### src/rtl/corner_cursor_ctrl.sv
// Quad-corner cursor controller: four user-placed corners, frame-rate nudging of the selected one, lock toggle.
// Optional build macro CORNER_ACCEL_EN enables per-axis hold acceleration after HOLD_FR held frames.
module corner_cursor_ctrl #(
  parameter int H_ACTIVE = 1024,
  parameter int V_ACTIVE = 768,
  parameter int MARGIN   = 100,
  parameter int STEP     = 2
`ifdef CORNER_ACCEL_EN
  , parameter int HOLD_FR = 30
`endif
) (
  input  logic        clock,
  input  logic        reset,
  input  logic        vsync,
  input  logic        btn_up,
  input  logic        btn_down,
  input  logic        btn_left,
  input  logic        btn_right,
  input  logic        btn_next,
  input  logic        btn_enter,
  output logic [43:0] corners_x,
  output logic [39:0] corners_y,
  output logic [1:0]  sel,
  output logic [10:0] sel_x,
  output logic [9:0]  sel_y,
  output logic        locked,
  output logic        lock_pulse
);

  typedef enum logic {ADJUST = 1'b0, LOCKED = 1'b1} state_t;

  localparam logic [10:0]        X_LO  = 11'(MARGIN);
  localparam logic [10:0]        X_HI  = 11'(H_ACTIVE - 1 - MARGIN);
  localparam logic [9:0]         Y_LO  = 10'(MARGIN);
  localparam logic [9:0]         Y_HI  = 10'(V_ACTIVE - 1 - MARGIN);
  localparam logic signed [12:0] X_MAX = 13'(H_ACTIVE - 1);
  localparam logic signed [12:0] Y_MAX = 13'(V_ACTIVE - 1);

  state_t      state_q, state_d;
  logic        vsync_q, next_q, enter_q;
  logic [1:0]  sel_q, sel_d;
  logic [10:0] cx_q [4];
  logic [10:0] cx_d [4];
  logic [9:0]  cy_q [4];
  logic [9:0]  cy_d [4];

  logic frame_tick, next_rise, enter_rise;
  logic x_move, y_move;
  logic signed [12:0] step_x, step_y, dx, dy, nx, ny;

  assign frame_tick = vsync_q & ~vsync;
  assign next_rise  = ~next_q & btn_next;
  assign enter_rise = ~enter_q & btn_enter;

  // Opposing buttons on one axis cancel each other.
  assign x_move = btn_right ^ btn_left;
  assign y_move = btn_down ^ btn_up;

`ifdef CORNER_ACCEL_EN
  localparam int CW = $clog2(HOLD_FR + 1);
  logic [CW-1:0] hx_q, hx_d, hy_q, hy_d;

  // Fast step starts on the tick where the held count reaches HOLD_FR.
  assign step_x = (hx_q >= CW'(HOLD_FR - 1)) ? 13'(4 * STEP) : 13'(STEP);
  assign step_y = (hy_q >= CW'(HOLD_FR - 1)) ? 13'(4 * STEP) : 13'(STEP);
`else
  assign step_x = 13'(STEP);
  assign step_y = 13'(STEP);
`endif

  assign dx = !x_move ? 13'sd0 : (btn_right ? step_x : -step_x);
  assign dy = !y_move ? 13'sd0 : (btn_down  ? step_y : -step_y);
  assign nx = $signed({2'b00, cx_q[sel_q]}) + dx;
  assign ny = $signed({3'b000, cy_q[sel_q]}) + dy;

  always_comb begin
    state_d    = state_q;
    sel_d      = sel_q;
    cx_d       = cx_q;
    cy_d       = cy_q;
    lock_pulse = 1'b0;
`ifdef CORNER_ACCEL_EN
    hx_d = hx_q;
    hy_d = hy_q;
`endif
    if (enter_rise) begin
      state_d    = (state_q == ADJUST) ? LOCKED : ADJUST;
      lock_pulse = (state_q == ADJUST) & ~reset;
    end else if (state_q == ADJUST) begin
      if (frame_tick) begin
        if (nx < 13'sd0)       cx_d[sel_q] = 11'd0;
        else if (nx > X_MAX)   cx_d[sel_q] = 11'(H_ACTIVE - 1);
        else                   cx_d[sel_q] = nx[10:0];
        if (ny < 13'sd0)       cy_d[sel_q] = 10'd0;
        else if (ny > Y_MAX)   cy_d[sel_q] = 10'(V_ACTIVE - 1);
        else                   cy_d[sel_q] = ny[9:0];
`ifdef CORNER_ACCEL_EN
        hx_d = !x_move ? '0 : (hx_q >= CW'(HOLD_FR) ? hx_q : hx_q + 1'b1);
        hy_d = !y_move ? '0 : (hy_q >= CW'(HOLD_FR) ? hy_q : hy_q + 1'b1);
`endif
      end
      if (next_rise) begin
        sel_d = sel_q + 2'd1;
`ifdef CORNER_ACCEL_EN
        hx_d = '0;
        hy_d = '0;
`endif
      end
    end
  end

  always_ff @(posedge clock) begin
    if (reset) begin
      state_q <= ADJUST;
      sel_q   <= 2'd0;
      vsync_q <= 1'b1;
      next_q  <= 1'b0;
      enter_q <= 1'b0;
      cx_q[0] <= X_LO;  cy_q[0] <= Y_LO;
      cx_q[1] <= X_HI;  cy_q[1] <= Y_LO;
      cx_q[2] <= X_HI;  cy_q[2] <= Y_HI;
      cx_q[3] <= X_LO;  cy_q[3] <= Y_HI;
`ifdef CORNER_ACCEL_EN
      hx_q <= '0;
      hy_q <= '0;
`endif
    end else begin
      state_q <= state_d;
      sel_q   <= sel_d;
      vsync_q <= vsync;
      next_q  <= btn_next;
      enter_q <= btn_enter;
      cx_q    <= cx_d;
      cy_q    <= cy_d;
`ifdef CORNER_ACCEL_EN
      hx_q <= hx_d;
      hy_q <= hy_d;
`endif
    end
  end

  for (genvar gi = 0; gi < 4; gi++) begin : g_pack
    assign corners_x[gi*11 +: 11] = cx_q[gi];
    assign corners_y[gi*10 +: 10] = cy_q[gi];
  end

  assign sel    = sel_q;
  assign sel_x  = cx_q[sel_q];
  assign sel_y  = cy_q[sel_q];
  assign locked = (state_q == LOCKED);

endmodule
### config.mk
export PLATFORM = sky130hd
export DESIGN_NAME = corner_cursor_ctrl
export DESIGN_NICKNAME = d
export VERILOG_FILES = /design/src/rtl/corner_cursor_ctrl.sv
export SDC_FILE = /design/constraint.sdc
export NUM_CORES = 1
export LEC_CHECK = 0
export CORE_MARGIN = 1.5
export CORE_UTILIZATION = 50
export DETAILED_ROUTE_END_ITERATION = 10
export PLACE_DENSITY = 0.89
export SYNTH_ARGS = -nofsm -noshare
export SYNTH_HDL_FRONTEND = slang
export SYNTH_SLANG_ARGS = --single-unit
### constraint.sdc
create_clock -name clock -period 5.1 [get_ports clock]
set_input_delay 1.02 -clock clock [delete_from_list [all_inputs] [get_ports clock]]
set_output_delay 1.02 -clock clock [all_outputs]
set_load 0.01 [all_outputs]
Yosys cells after proc, flatten, opt, wreduce, memory -nomap -nowiden
Index checks and enable logic that the tools add are counted.
W data, S select, Z words.
Storage, ports and cells
  flip-flop bits (word level): 90
  input port bits: 9
  word-level logic and storage cells: 70
Cells by class
  add/sub/neg operators: 3
  $lt $le $gt $ge: 6
  muxes and demuxes: 22
  bitwise gates (word level): 23
  reduce and logical (&&, ||, !) cells: 3
Operator list (number)
  $mux W44: 2
  $mux W40: 2
  $mux W13: 4
  $and A44 B44 Y44: 1
  $bwmux W44: 1
  $not A44 Y44: 1
  $and A40 B40 Y40: 1
  $bwmux W40: 1
  $not A40 Y40: 1
  $or A40 B40 Y40: 1
  $or A36 B36 Y36: 1
  $mux W11: 3
  $mux W10: 3
  $gt A13 B11 Y1 const B: 2
  $lt A13 B1 Y1 const B: 2
  $bmux W11 S2: 1
  $demux W11 S2: 1
  $bmux W10 S2: 1
  $demux W10 S2: 1
  $add A11 B13 Y13: 1
  $add A12 B13 Y13: 1
  $and A4 B4 Y4: 2
  $not A4 Y4: 2
  $not A1 Y1: 6
  other kinds (9): 15

Longest topological paths before layout
  word-level depth: 9
  gate-level depth with buffers: 14
  gate-level depth less buffers: 13

Worst setup path before layout
No wires, ideal clock.
  kind: register to register
  start point: register sel_q[0] (netlist: sel[0])
  end point: register cy_q, in the netlist corners_y[35]
  setup time: 128 ps
  arrival time: 4207 ps
  required time: 4972 ps
  path slack: 765 ps
  stages on the path, launching flop included: 13
  buffers on the path: 3
  period minus slack after synthesis: 4335 ps
  cells stage by stage: dfxtp_1 -> clkbuf_1 -> buf_1 -> mux4_2 -> ha_1 -> and2_4 -> a221o_1 -> o2111a_1 -> or4_1 -> buf_2 -> a211oi_1 -> a2bb2oi_1 -> nor2_1
Between the ends
  cells in the longest elaborated chain, start to end: 8
  elaborated cells between the ends (all ways): 18
  classes of those cells: add/sub: 1; order compare: 4; mux: 8; bitwise: 4; reduce/logical: 1
Ends and longest elaborated chain
  from (decl): line 41  | logic [1:0] sel_q, sel_d;
  from (signal assigned): line 129  | sel_q <= sel_d;
  $not A2 Y3 *
  $bmux W10 S2 *
  $mux W10 * (2 in series)
  net sel_y[5]: line 25  | output logic [9:0] sel_y,
  $add A11 B13 Y13 *: line 74  | assign ny = $signed({3'b000, cy_q[sel_q]}) + dy;
  $gt A13 B11 Y1 or $bwmux W40 (tied branches): line 95, 96
  $mux W40: line 95  | else if (ny > Y_MAX) cy_d[sel_q] = 10'(V_ACTIVE - 1);
  $mux W40 *: line 94  | if (ny < 13'sd0) cy_d[sel_q] = 10'd0;
  to (signal assigned): line 134  | cy_q <= cy_d;
  to (decl): line 44  | logic [9:0] cy_q [4];
Mark *: on every way through the listed nets, which the timed path passes. The rest lies on a longest branch. The select of a mux whose other input is x is not followed.
A chain may end at the register's enable or synchronous reset.

Worst setup path after layout
  start point: input port btn_up
  end point: register cy_q, in the netlist corners_y[1]
Between the ends
  cells in the longest elaborated chain, start to end: 6
  elaborated cells between the ends (all ways): 8
  classes of those cells: add/sub: 1; order compare: 2; mux: 4; bitwise: 1
Ends and longest elaborated chain
  from (decl): line 15  | input logic btn_up,
  $xor A1 B1 Y1 *: line 57  | assign y_move = btn_down ^ btn_up;
  $mux W13 *: line 72  | assign dy = !y_move ? 13'sd0 : (btn_down ? step_y : -step_y);
  $add A11 B13 Y13 *: line 74
  $gt A13 B11 Y1 or $bwmux W40 (tied branches): line 95, 96
  $mux W40: line 95
  $mux W40 *: line 94
Every way passes the cells marked *; elsewhere a longest branch is shown, timed or not.

==> flow_summary.json <==
{
  "status": "complete, no violations",
  "drt-met1-wl_um": 6090,
  "start_util_pct": 51.9,
  "irDropWorstVdd_mv": 0.194,
  "io_buffers": 117,
  "nets": 657,
  "sequentialPowerShare_pct": 41.8,
  "synth_nets": 550,
  "remaining_drc_errors": 0,
  "finalCriticalPeriod_ps": 4580,
  "cp.arrival_ps": 4790,
  "powerDensity_mw_per_mm2": 286,
  "crit_family": "compound AO/OA/AOI/OAI gates",
  "path_class": "in -> reg",
  "grtUsageTotal_pct": 28.8,
  "design.portCount": 118,
  "routed-wl-met3_um": 1080,
  "placed_cell_area_mm2": 0.00612,
  "period_share_pct": 89.8,
  "insertion_delay_ps": 370,
  "power.switching_mw": 0.609,
  "crit_fanout": 13,
  "cts_hold_buf": 0,
  "min_from": "corners_y[9]",
  "overflow": 0,
  "p_int_mw": 1.19,
  "rsz0062_at_grt": "no",
  "die_w_um": 101,
  "final_cells": 753,
  "fin_setup_tns_ps": 0,
  "final_util_pct": 67.7,
  "routed_wl_um": 14900,
  "fin_skew_ps": 15.2,
  "antenna_cells": 0,
  "crit_path_start": "btn_up",
  "cp.required_ps": 5310,
  "die_height_um": 101,
  "slew_viol_final": 0,
  "yosys.area.top_type": "dfxtp_1",
  "wl_per_cell_um": 19.8,
  "worstSetupEndpointType": "flip-flop",
  "first_pass_iters": 5,
  "synth_top_area_share_pct": 37.2,
  "reg2reg_from": "sel[0]",
  "dp_hpwl_um": 10400,
  "cts_max_path_buffers": 2,
  "worstSetupStartpointType": "primary input",
  "numCtsBuffers": 9,
  "multi_input_area_mm2": 0.00286,
  "htreeDepth": 3,
  "drv_cap": 0,
  "crit_top_cell": "ha_1",
  "synth_top_flop_cell": "dfxtp_1",
  "clk_pin_slew_ps": 90,
  "num_rows": 35,
  "swShare_pct": 33.8,
  "clockRootBuffer": "clkbuf_8",
  "worstHoldPathType": "reg -> reg",
  "final_area_mm2": 0.00631,
  "antenna_found_initial": 0,
  "fillCellCount": 713,
  "grt_start_max_net_pins": 93,
  "place.gp.congestion": 0.875,
  "finalSetupViolCount": 0,
  "grt_pass1_wl_um": 23100,
  "wl_met2_um": 7210,
  "postSynthCellCount": 512,
  "via_per_inst": 6.31,
  "seq_area_mm2": 0.00180,
  "relSlewSlack_pct": 26.1,
  "top_layer": "met4",
  "drive_above_1_share_pct": 8.81,
  "grt_pass1_vias": 4546,
  "cp_slowest_cell": "or4_1",
  "placedCellCount": 737,
  "path_cells": "clkdlybuf4s50_1 -> ha_1 -> ha_1 -> and2_4 -> a221o_1 -> o2111a_1 -> or4_1 -> a211oi_1 -> a2bb2oi_1 -> nor2_1",
  "hold_viol": 0,
  "p_comb_share_pct": 31.2,
  "cts.repair_timing.setup_buffer_count": 0,
  "syn_to_final_growth_pct": 30.4,
  "ys_ff_latch": 90,
  "dieArea_mm2": 0.0103,
  "cts_tree": "done",
  "synth_warnings": 0,
  "max_slew.worst_pin.slew_ps": 1110,
  "leakage_nw": 2.44,
  "clkPwrFrac_pct": 26.9,
  "syn_area_per_cell_um2": 9.46,
  "ant_nets": 0,
  "cts_resized": 0,
  "drtIter0Drc": 321,
  "yosys-top-cells-area": "dfxtp_1 (37%), mux4_2 (9.8%), ha_1 (7.0%)",
  "synthArstFlopShare_pct": 0,
  "critPathMaxStageDelay_ps": 730,
  "synth-seq-area-share_pct": 37.2,
  "clock_sinks": 90,
  "vias": 4752,
  "crit_buf_inv": 1,
  "coreArea_mm2": 0.00933,
  "fmax_mhz": 218,
  "synth.distinct_cells": 52,
  "synth_edf_count": 0,
  "fin_total_pwr_mw": 1.80,
  "synth_area_mm2": 0.00484
}
[registers in the layout, summed over array words and instances, names as in the netlist]
register / flops
enter_q: 1
corners_x: 44
next_q: 1
sel: 2
locked: 1
corners_y: 40
vsync_q: 1
[power groups by stage]
| stage | sequential (mW) | combinational, mW | clock, mW |
|---|---|---|---|
| floorplan | 0.767 | 0.358 | 0 |
| global placement | 0.768 | 0.527 | 0 |
| detailed placement | 0.770 | 0.546 | 0 |
| CTS | 0.753 | 0.553 | 0.484 |
| global route | 0.757 | 0.602 | 0.514 |
| finish | 0.754 | 0.563 | 0.485 |
[final cells by class]
class | instances | share of cell area [%]
clock inverters | 6 | 0.912
multi-input cells | 374 | 45.3
clock buffers | 10 | 2.18
flip-flops and latches | 90 | 28.6
well taps | 129 | 2.56
inverters | 20 | 1.19
repair buffers | 124 | 19.3
[worst register-to-register path, cell delays in order, from the launching register on]
cell,delay [ps]
dfxtp_2,760
mux4_2,660
ha_1,330
a211o_1,310
a21boi_0,330
o221ai_1,280
or4_1,670
a211oi_1,580
a2bb2oi_1,260
nor2_1,80
[cell usage in the layout, fill, tap and decap left out, types with 5 or more instances in the layout]
cell type          n
nor2_1            35
buf_4              7
xnor2_1           10
a211o_1            7
o21ai_0           60
nor2b_1            7
dfxtp_1           89
nand2_1           21
a21o_1            11
nand3b_1          21
a211oi_1           9
or3_1             11
a221o_1            9
a2bb2oi_1         14
or2_2              5
clkbuf_8          10
clkdlybuf4s50_1  116
ha_1              27
a21oi_1           49
inv_1             20
mux4_2            21
[stage by stage]
| stage | setup WS (ps) | hold slack, ps |
|---|---|---|
| CTS | 580 | 480 |
| finish | 523 | 476 |
| global route | 342 | 499 |
| floorplan | 765 | 485 |
| global placement | 448 | 459 |
| detailed placement | 239 | 468 |
[routing by layer]
metal / track usage [%] / vias up
li1: - / 2132
met1: 37.0 / 2283
met2: 48.1 / 282
met3: 3.93 / 55
met4: 13.6 / 0
met5: 0 / -
[cells in the mapped netlist, drive strengths merged, types with 9 or more instances]
cell / count
a211oi: 9
a21o: 11
a21oi: 49
a221o: 9
a2bb2oi: 14
clkbuf: 23
dfxtp: 90
ha: 27
inv: 20
mux4: 21
nand2: 21
nand3b: 21
nor2: 35
o21ai: 60
or3: 11
xnor2: 10
[cell families (layout without fill, tap and decap cells)]
family                     Yosys count  after routing  synth area share [%]
AOI/OAI and AO/OA                  186            186                  24.8
buffers and inverters               48            160                  3.75
xor gates and xnor gates            13             13                  2.35
and+or+nand+nor                    124            124                  14.1
adders and majority gates           29             29                  7.80
DFF                                 90             90                  37.2
muxes                               22             22                  9.97
[worst paths after layout]
check / to / slack [ps] / cells past startpoint
hold reg to reg: corners_y[9] / 480 / 2
setup reg to reg: corners_y[1] / 700 / 9
setup / recovery: corners_y[1] / 520 / 10
hold / removal: corners_y[9] / 480 / 2
Note: power is estimated with default switching activity, not from simulation.
